[src/rtl/data_mem_arbiter.sv]
// rtl/data_mem_arbiter.sv - round-robin two-port arbiter in front of the 64-bit data memory
module data_mem_arbiter #(
    parameter int ADDR_W = 64,
    parameter int DATA_W = 64,
    parameter int RD_LAT = 1
) (
    input  logic              clock,
    input  logic              reset,
    input  logic              cpu_req,
    input  logic              cpu_we,
    input  logic [ADDR_W-1:0] cpu_addr,
    input  logic [DATA_W-1:0] cpu_wdata,
    output logic              cpu_gnt,
    output logic              cpu_rvalid,
    output logic [DATA_W-1:0] cpu_rdata,
    output logic              stall_cpu,
    input  logic              dbg_req,
    input  logic              dbg_we,
    input  logic [ADDR_W-1:0] dbg_addr,
    input  logic [DATA_W-1:0] dbg_wdata,
    output logic              dbg_gnt,
    output logic              dbg_rvalid,
    output logic [DATA_W-1:0] dbg_rdata,
    output logic [ADDR_W-1:0] mem_addr,
    output logic [DATA_W-1:0] mem_wdata,
    output logic              mem_wr,
    input  logic [DATA_W-1:0] mem_rdata,
    output logic              busy
);

    typedef enum logic {IDLE, RD_WAIT} state_t;

    // Counter preload so that rvalid lands exactly RD_LAT cycles after the grant.
    localparam logic [2:0] LAT_INIT = 3'(RD_LAT - 1);

    state_t            state, state_nx;
    logic              last_gnt, last_gnt_nx;   // 0 = CPU, 1 = debug
    logic [2:0]        lat_cnt, lat_cnt_nx;
    logic [ADDR_W-1:0] addr_q, addr_nx;
    logic              owner_q, owner_nx;       // port that owns the read in flight
    logic [DATA_W-1:0] cpu_rdata_q, dbg_rdata_q;
    logic              winner;
    logic              win_we;
    logic [ADDR_W-1:0] win_addr;

    // State and bookkeeping registers; reset abandons any read in flight.
    always_ff @(posedge clock or posedge reset) begin
        if (reset) begin
            state       <= IDLE;
            last_gnt    <= 1'b1;
            lat_cnt     <= 3'd0;
            addr_q      <= '0;
            owner_q     <= 1'b0;
            cpu_rdata_q <= '0;
            dbg_rdata_q <= '0;
        end else begin
            state    <= state_nx;
            last_gnt <= last_gnt_nx;
            lat_cnt  <= lat_cnt_nx;
            addr_q   <= addr_nx;
            owner_q  <= owner_nx;
            if (cpu_rvalid) cpu_rdata_q <= mem_rdata;
            if (dbg_rvalid) dbg_rdata_q <= mem_rdata;
        end
    end

    // Arbitration, memory muxing and next-state; all outputs forced low while reset is high.
    always_comb begin
        state_nx    = state;
        last_gnt_nx = last_gnt;
        lat_cnt_nx  = lat_cnt;
        addr_nx     = addr_q;
        owner_nx    = owner_q;
        cpu_gnt     = 1'b0;
        dbg_gnt     = 1'b0;
        cpu_rvalid  = 1'b0;
        dbg_rvalid  = 1'b0;
        mem_addr    = '0;
        mem_wdata   = '0;
        mem_wr      = 1'b0;
        busy        = 1'b0;
        // On a tie the port that did not win last time goes first.
        winner      = (cpu_req && dbg_req) ? ~last_gnt : dbg_req;
        win_we      = winner ? dbg_we : cpu_we;
        win_addr    = winner ? dbg_addr : cpu_addr;
        if (!reset) begin
            case (state)
                IDLE: begin
                    if (cpu_req || dbg_req) begin
                        cpu_gnt     = ~winner;
                        dbg_gnt     = winner;
                        mem_addr    = win_addr;
                        mem_wdata   = winner ? dbg_wdata : cpu_wdata;
                        mem_wr      = win_we;
                        last_gnt_nx = winner;
                        if (!win_we) begin
                            addr_nx    = win_addr;
                            owner_nx   = winner;
                            lat_cnt_nx = LAT_INIT;
                            state_nx   = RD_WAIT;
                        end
                    end
                end
                RD_WAIT: begin
                    mem_addr = addr_q;
                    busy     = 1'b1;
                    if (lat_cnt != 3'd0) begin
                        lat_cnt_nx = lat_cnt - 3'd1;
                    end else begin
                        cpu_rvalid = ~owner_q;
                        dbg_rvalid = owner_q;
                        state_nx   = IDLE;
                    end
                end
                default: state_nx = IDLE;
            endcase
        end
    end

    // Read data passes straight through in the rvalid cycle, otherwise the last delivered value.
    assign cpu_rdata = cpu_rvalid ? mem_rdata : cpu_rdata_q;
    assign dbg_rdata = dbg_rvalid ? mem_rdata : dbg_rdata_q;

    // UC stalls from request until the access is done: grant for stores, rvalid for loads.
    assign stall_cpu = ~reset & cpu_req & ~((cpu_gnt & cpu_we) | cpu_rvalid);

endmodule

[config.mk]
export PLATFORM = sky130hd
export DESIGN_NAME = data_mem_arbiter
export DESIGN_NICKNAME = d
export VERILOG_FILES = /design/src/rtl/data_mem_arbiter.sv
export SDC_FILE = /design/constraint.sdc
export NUM_CORES = 1
export LEC_CHECK = 0
export ABC_CLOCK_PERIOD_IN_PS = 17800
export BUFFER_PORTS_ARGS = -buffer_cell sky130_fd_sc_hd__buf_2
export CORE_AREA = 2 2 227 229
export DETAILED_ROUTE_END_ITERATION = 6
export DIE_AREA = 0 0 229 231
export HOLD_SLACK_MARGIN = 0.05
export PLACE_DENSITY = 0.49
export SETUP_SLACK_MARGIN = 0.2
export SYNTH_ARGS = -nofsm -noshare
export SYNTH_HDL_FRONTEND = slang
export SYNTH_SLANG_ARGS = --single-unit
[constraint.sdc]
create_clock -name clock -period 17.8 [get_ports clock]
set_clock_uncertainty 0.2 [all_clocks]
set_input_delay 1.78 -clock clock [delete_from_list [all_inputs] [get_ports clock]]
set_output_delay 1.78 -clock clock [all_outputs]
set_load 0.03 [all_outputs]
==> flow_summary.toml <==
[cells_and_area]
nFillCells = 5440
final_cell_mix = "588 x buf_2, 197 x dfrtp_1, 89 x mux2_2"
final_common_cell = "buf_2"
design_area_um2 = 13900
nets = 1699
synthToLayoutAreaGrowth_pct = 41.6
antenna_cells = 0
drive_above_1_share_pct = 53.3

[drt]
drc = 0
ant_nets = 0
drt-total-wl_um = 36500
post_drt_wl_per_cell_um = 17.7
drt_iter0_drc = 440
via_per_inst = 4.36
via_count = 8989
first_pass_iters = 5

[critical_path]
endpoint_kind = "output port"
cp.arrival_ns = 4.45
crit_slowest_cell = "buf_4"
critPathMaxStageDelay_ns = 0.67
critPathMaxFanout = 68
start_kind = "primary input"
timing_worst_setup_path_type = "in2out"
worst_path_dominant_cell_family = "buffers and inverters"
cp.required_ns = 15.82
cp_num_buf_inv = 4
crit_chain = "buf_2 -> nor2b_4 -> buf_4 -> nand2_1 -> nor2_4 -> buf_4 -> mux2_1 -> buf_2"

[logic_synthesis]
synth_ff_type = "dfrtp_1"
synth_cell_types = 34
synthCells = 831
synth.cell_area_um2 = 9850
syn_avg_cell_area_um2 = 11.8
async_reset_ff_share_pct = 100
synth_seq_cells = 198
yosys_warnings = 0
synth-edff-count = 0
yosysSeqAreaShare_pct = 50.3
syn_nets = 1159

[timing]
maxSlewHeadroom_pct = 32.0
tightest_slew_ns = 1.02
grt_setup_unrepaired = "false"
layout_min_cycle_time_ns = 6.43
setup_tns_ns = 0
maxSlewViolCount = 0
min_period_over_period_pct = 36.1
hold_viol_final = 0
fmax_mhz = 156
setup_slack_ns = 11.37
setup_violations = 0

[place]
io_buffers = 588
hpwlAfterDp_um = 27800
routabilityCongestion = 0.836
pre_cts_slack_ns = 11.30
placed_cell_area_um2 = 13400

[floorplanning]
die_height_um = 231
fp-row-count = 83
dieArea_um2 = 52900
die_x_um = 229
start_util_pct = 19.4
core_um2 = 50700
pin_count = 589

[power]
p_leak_nw = 6.88
max-vdd-ir-drop_uv = 132
power_density_nw_per_um2 = 179

[grt]
grt_max_degree = 78
grt.total_usage_pct = 13.3
grt_pass1_wl_um = 54100
overflow = 0
grt_pass1_vias = 8759
antenna_found_initial = 2

[cts]
cts_setup_buffers = 0
hold_buffers = 0
cts_sinks = 198
clk_latency_ns = 0.47
cts_max_level = 4
cts_tree = "built"
cts_resized = 0
clk_path_buf_depth = 2
cts_buffers = 17
root_buffer = "clkbuf_16"
path_clk_slew_ns = 0.07

[outcome]
status = "complete, no violations"

[hold_path]
min_path_type = "reg2reg"

[flow_run]
cap_violations = 0
[area by class of cell]
type,instances,area (um2),area share (%)
Sequential cell,198,4960,35.6
Clock inverter,14,158,1.13
Timing Repair Buffer,600,3030,21.8
Tap cell,680,851,6.10
Inverter,8,37.5,0.269
Clock buffer,18,429,3.08
Multi-Input combinational cell,546,4470,32.1
[layer usage]
metal	part of all wire [%]	up-vias	track usage, %
met1	46	4340	18.1
met3	9.3	29	5.20
li1	-	4211	-
met5	0	-	0
met4	1.8	0	4.59
met2	43	409	19.2
[Yosys cell counts, types with 8 or more instances]
master	instances	share of area (%)
o22ai_1	64	4.1
mux2i_1	64	6.5
o21ai_0	67	3.4
buf_2	28	1.4
mux2_2	89	10
buf_6	8	0.92
buf_4	14	1.1
dfrtp_1	197	50
nand2_1	68	2.6
mux2_1	40	4.6
a2bb2oi_1	64	5.7
a22o_1	65	5.8
clkbuf_1	27	1.0
inv_1	8	0.31
[registers in the layout, summed over array words and instances (netlist names)]
| name | count |
|---|---|
| addr_q | 64 |
| cpu_rdata_q | 64 |
| dbg_rdata_q | 64 |
| lat_cnt | 3 |
| last_gnt | 1 |
| owner_q | 1 |
| state | 1 |
[worst register-to-register path: stages, from the launching register on]
cell     delay, ns
dfrtp_1       0.49
nor2b_4       0.19
buf_4         0.58
nand2_1       0.20
nor2_4        0.19
buf_4         0.67
mux2_1        0.53
[metrics by stage]
| step | hold WS, ns | instances | power [W] | util (%) |
|---|---|---|---|---|
| 2_1_floorplan | 0.259 | 831 | 0.00172 | - |
| 3_3_place_gp | 0.262 | 2032 | 0.00211 | 26.3 |
| 3_5_place_dp | 0.265 | 2032 | 0.00211 | 26.3 |
| 4_1_cts | 0.283 | 2064 | 0.00253 | 27.5 |
| 5_1_grt | 0.306 | 2064 | 0.00265 | 27.5 |
| 6_report | 0.280 | 2064 | 0.00249 | 27.5 |
[kinds of logic after synthesis]
family	count (synthesis)	share of synthesized area, %
compound gates	270	19.9
fa+ha+maj	2	0.254
buf+inv	87	4.82
flops	198	50.3
mux	193	21.3
simple gates	81	3.39
[where the power goes]
part           internal (W)  switching [W]
sequential         0.000668      0.0000753
clock              0.000199       0.000196
combinational      0.000458       0.000896
total               0.00133        0.00117
[path summary, 6_finish.rpt]
path                       cells after the start               to            start  slack, ns
hold / removal                                 1  cpu_rdata_q[27]  cpu_rdata_q[27]       0.28
max in group asynchronous                      3   cpu_rdata_q[7]            reset      14.92
setup reg to reg                               6  cpu_rdata_q[49]            state      14.62
setup / recovery                               8    cpu_rdata[49]            reset      11.37
min in group asynchronous                      2       addr_q[10]            reset       1.22
hold reg to reg                                1  cpu_rdata_q[27]  cpu_rdata_q[27]       0.28
No activity file was read; power rests on OpenSTA's default activity.
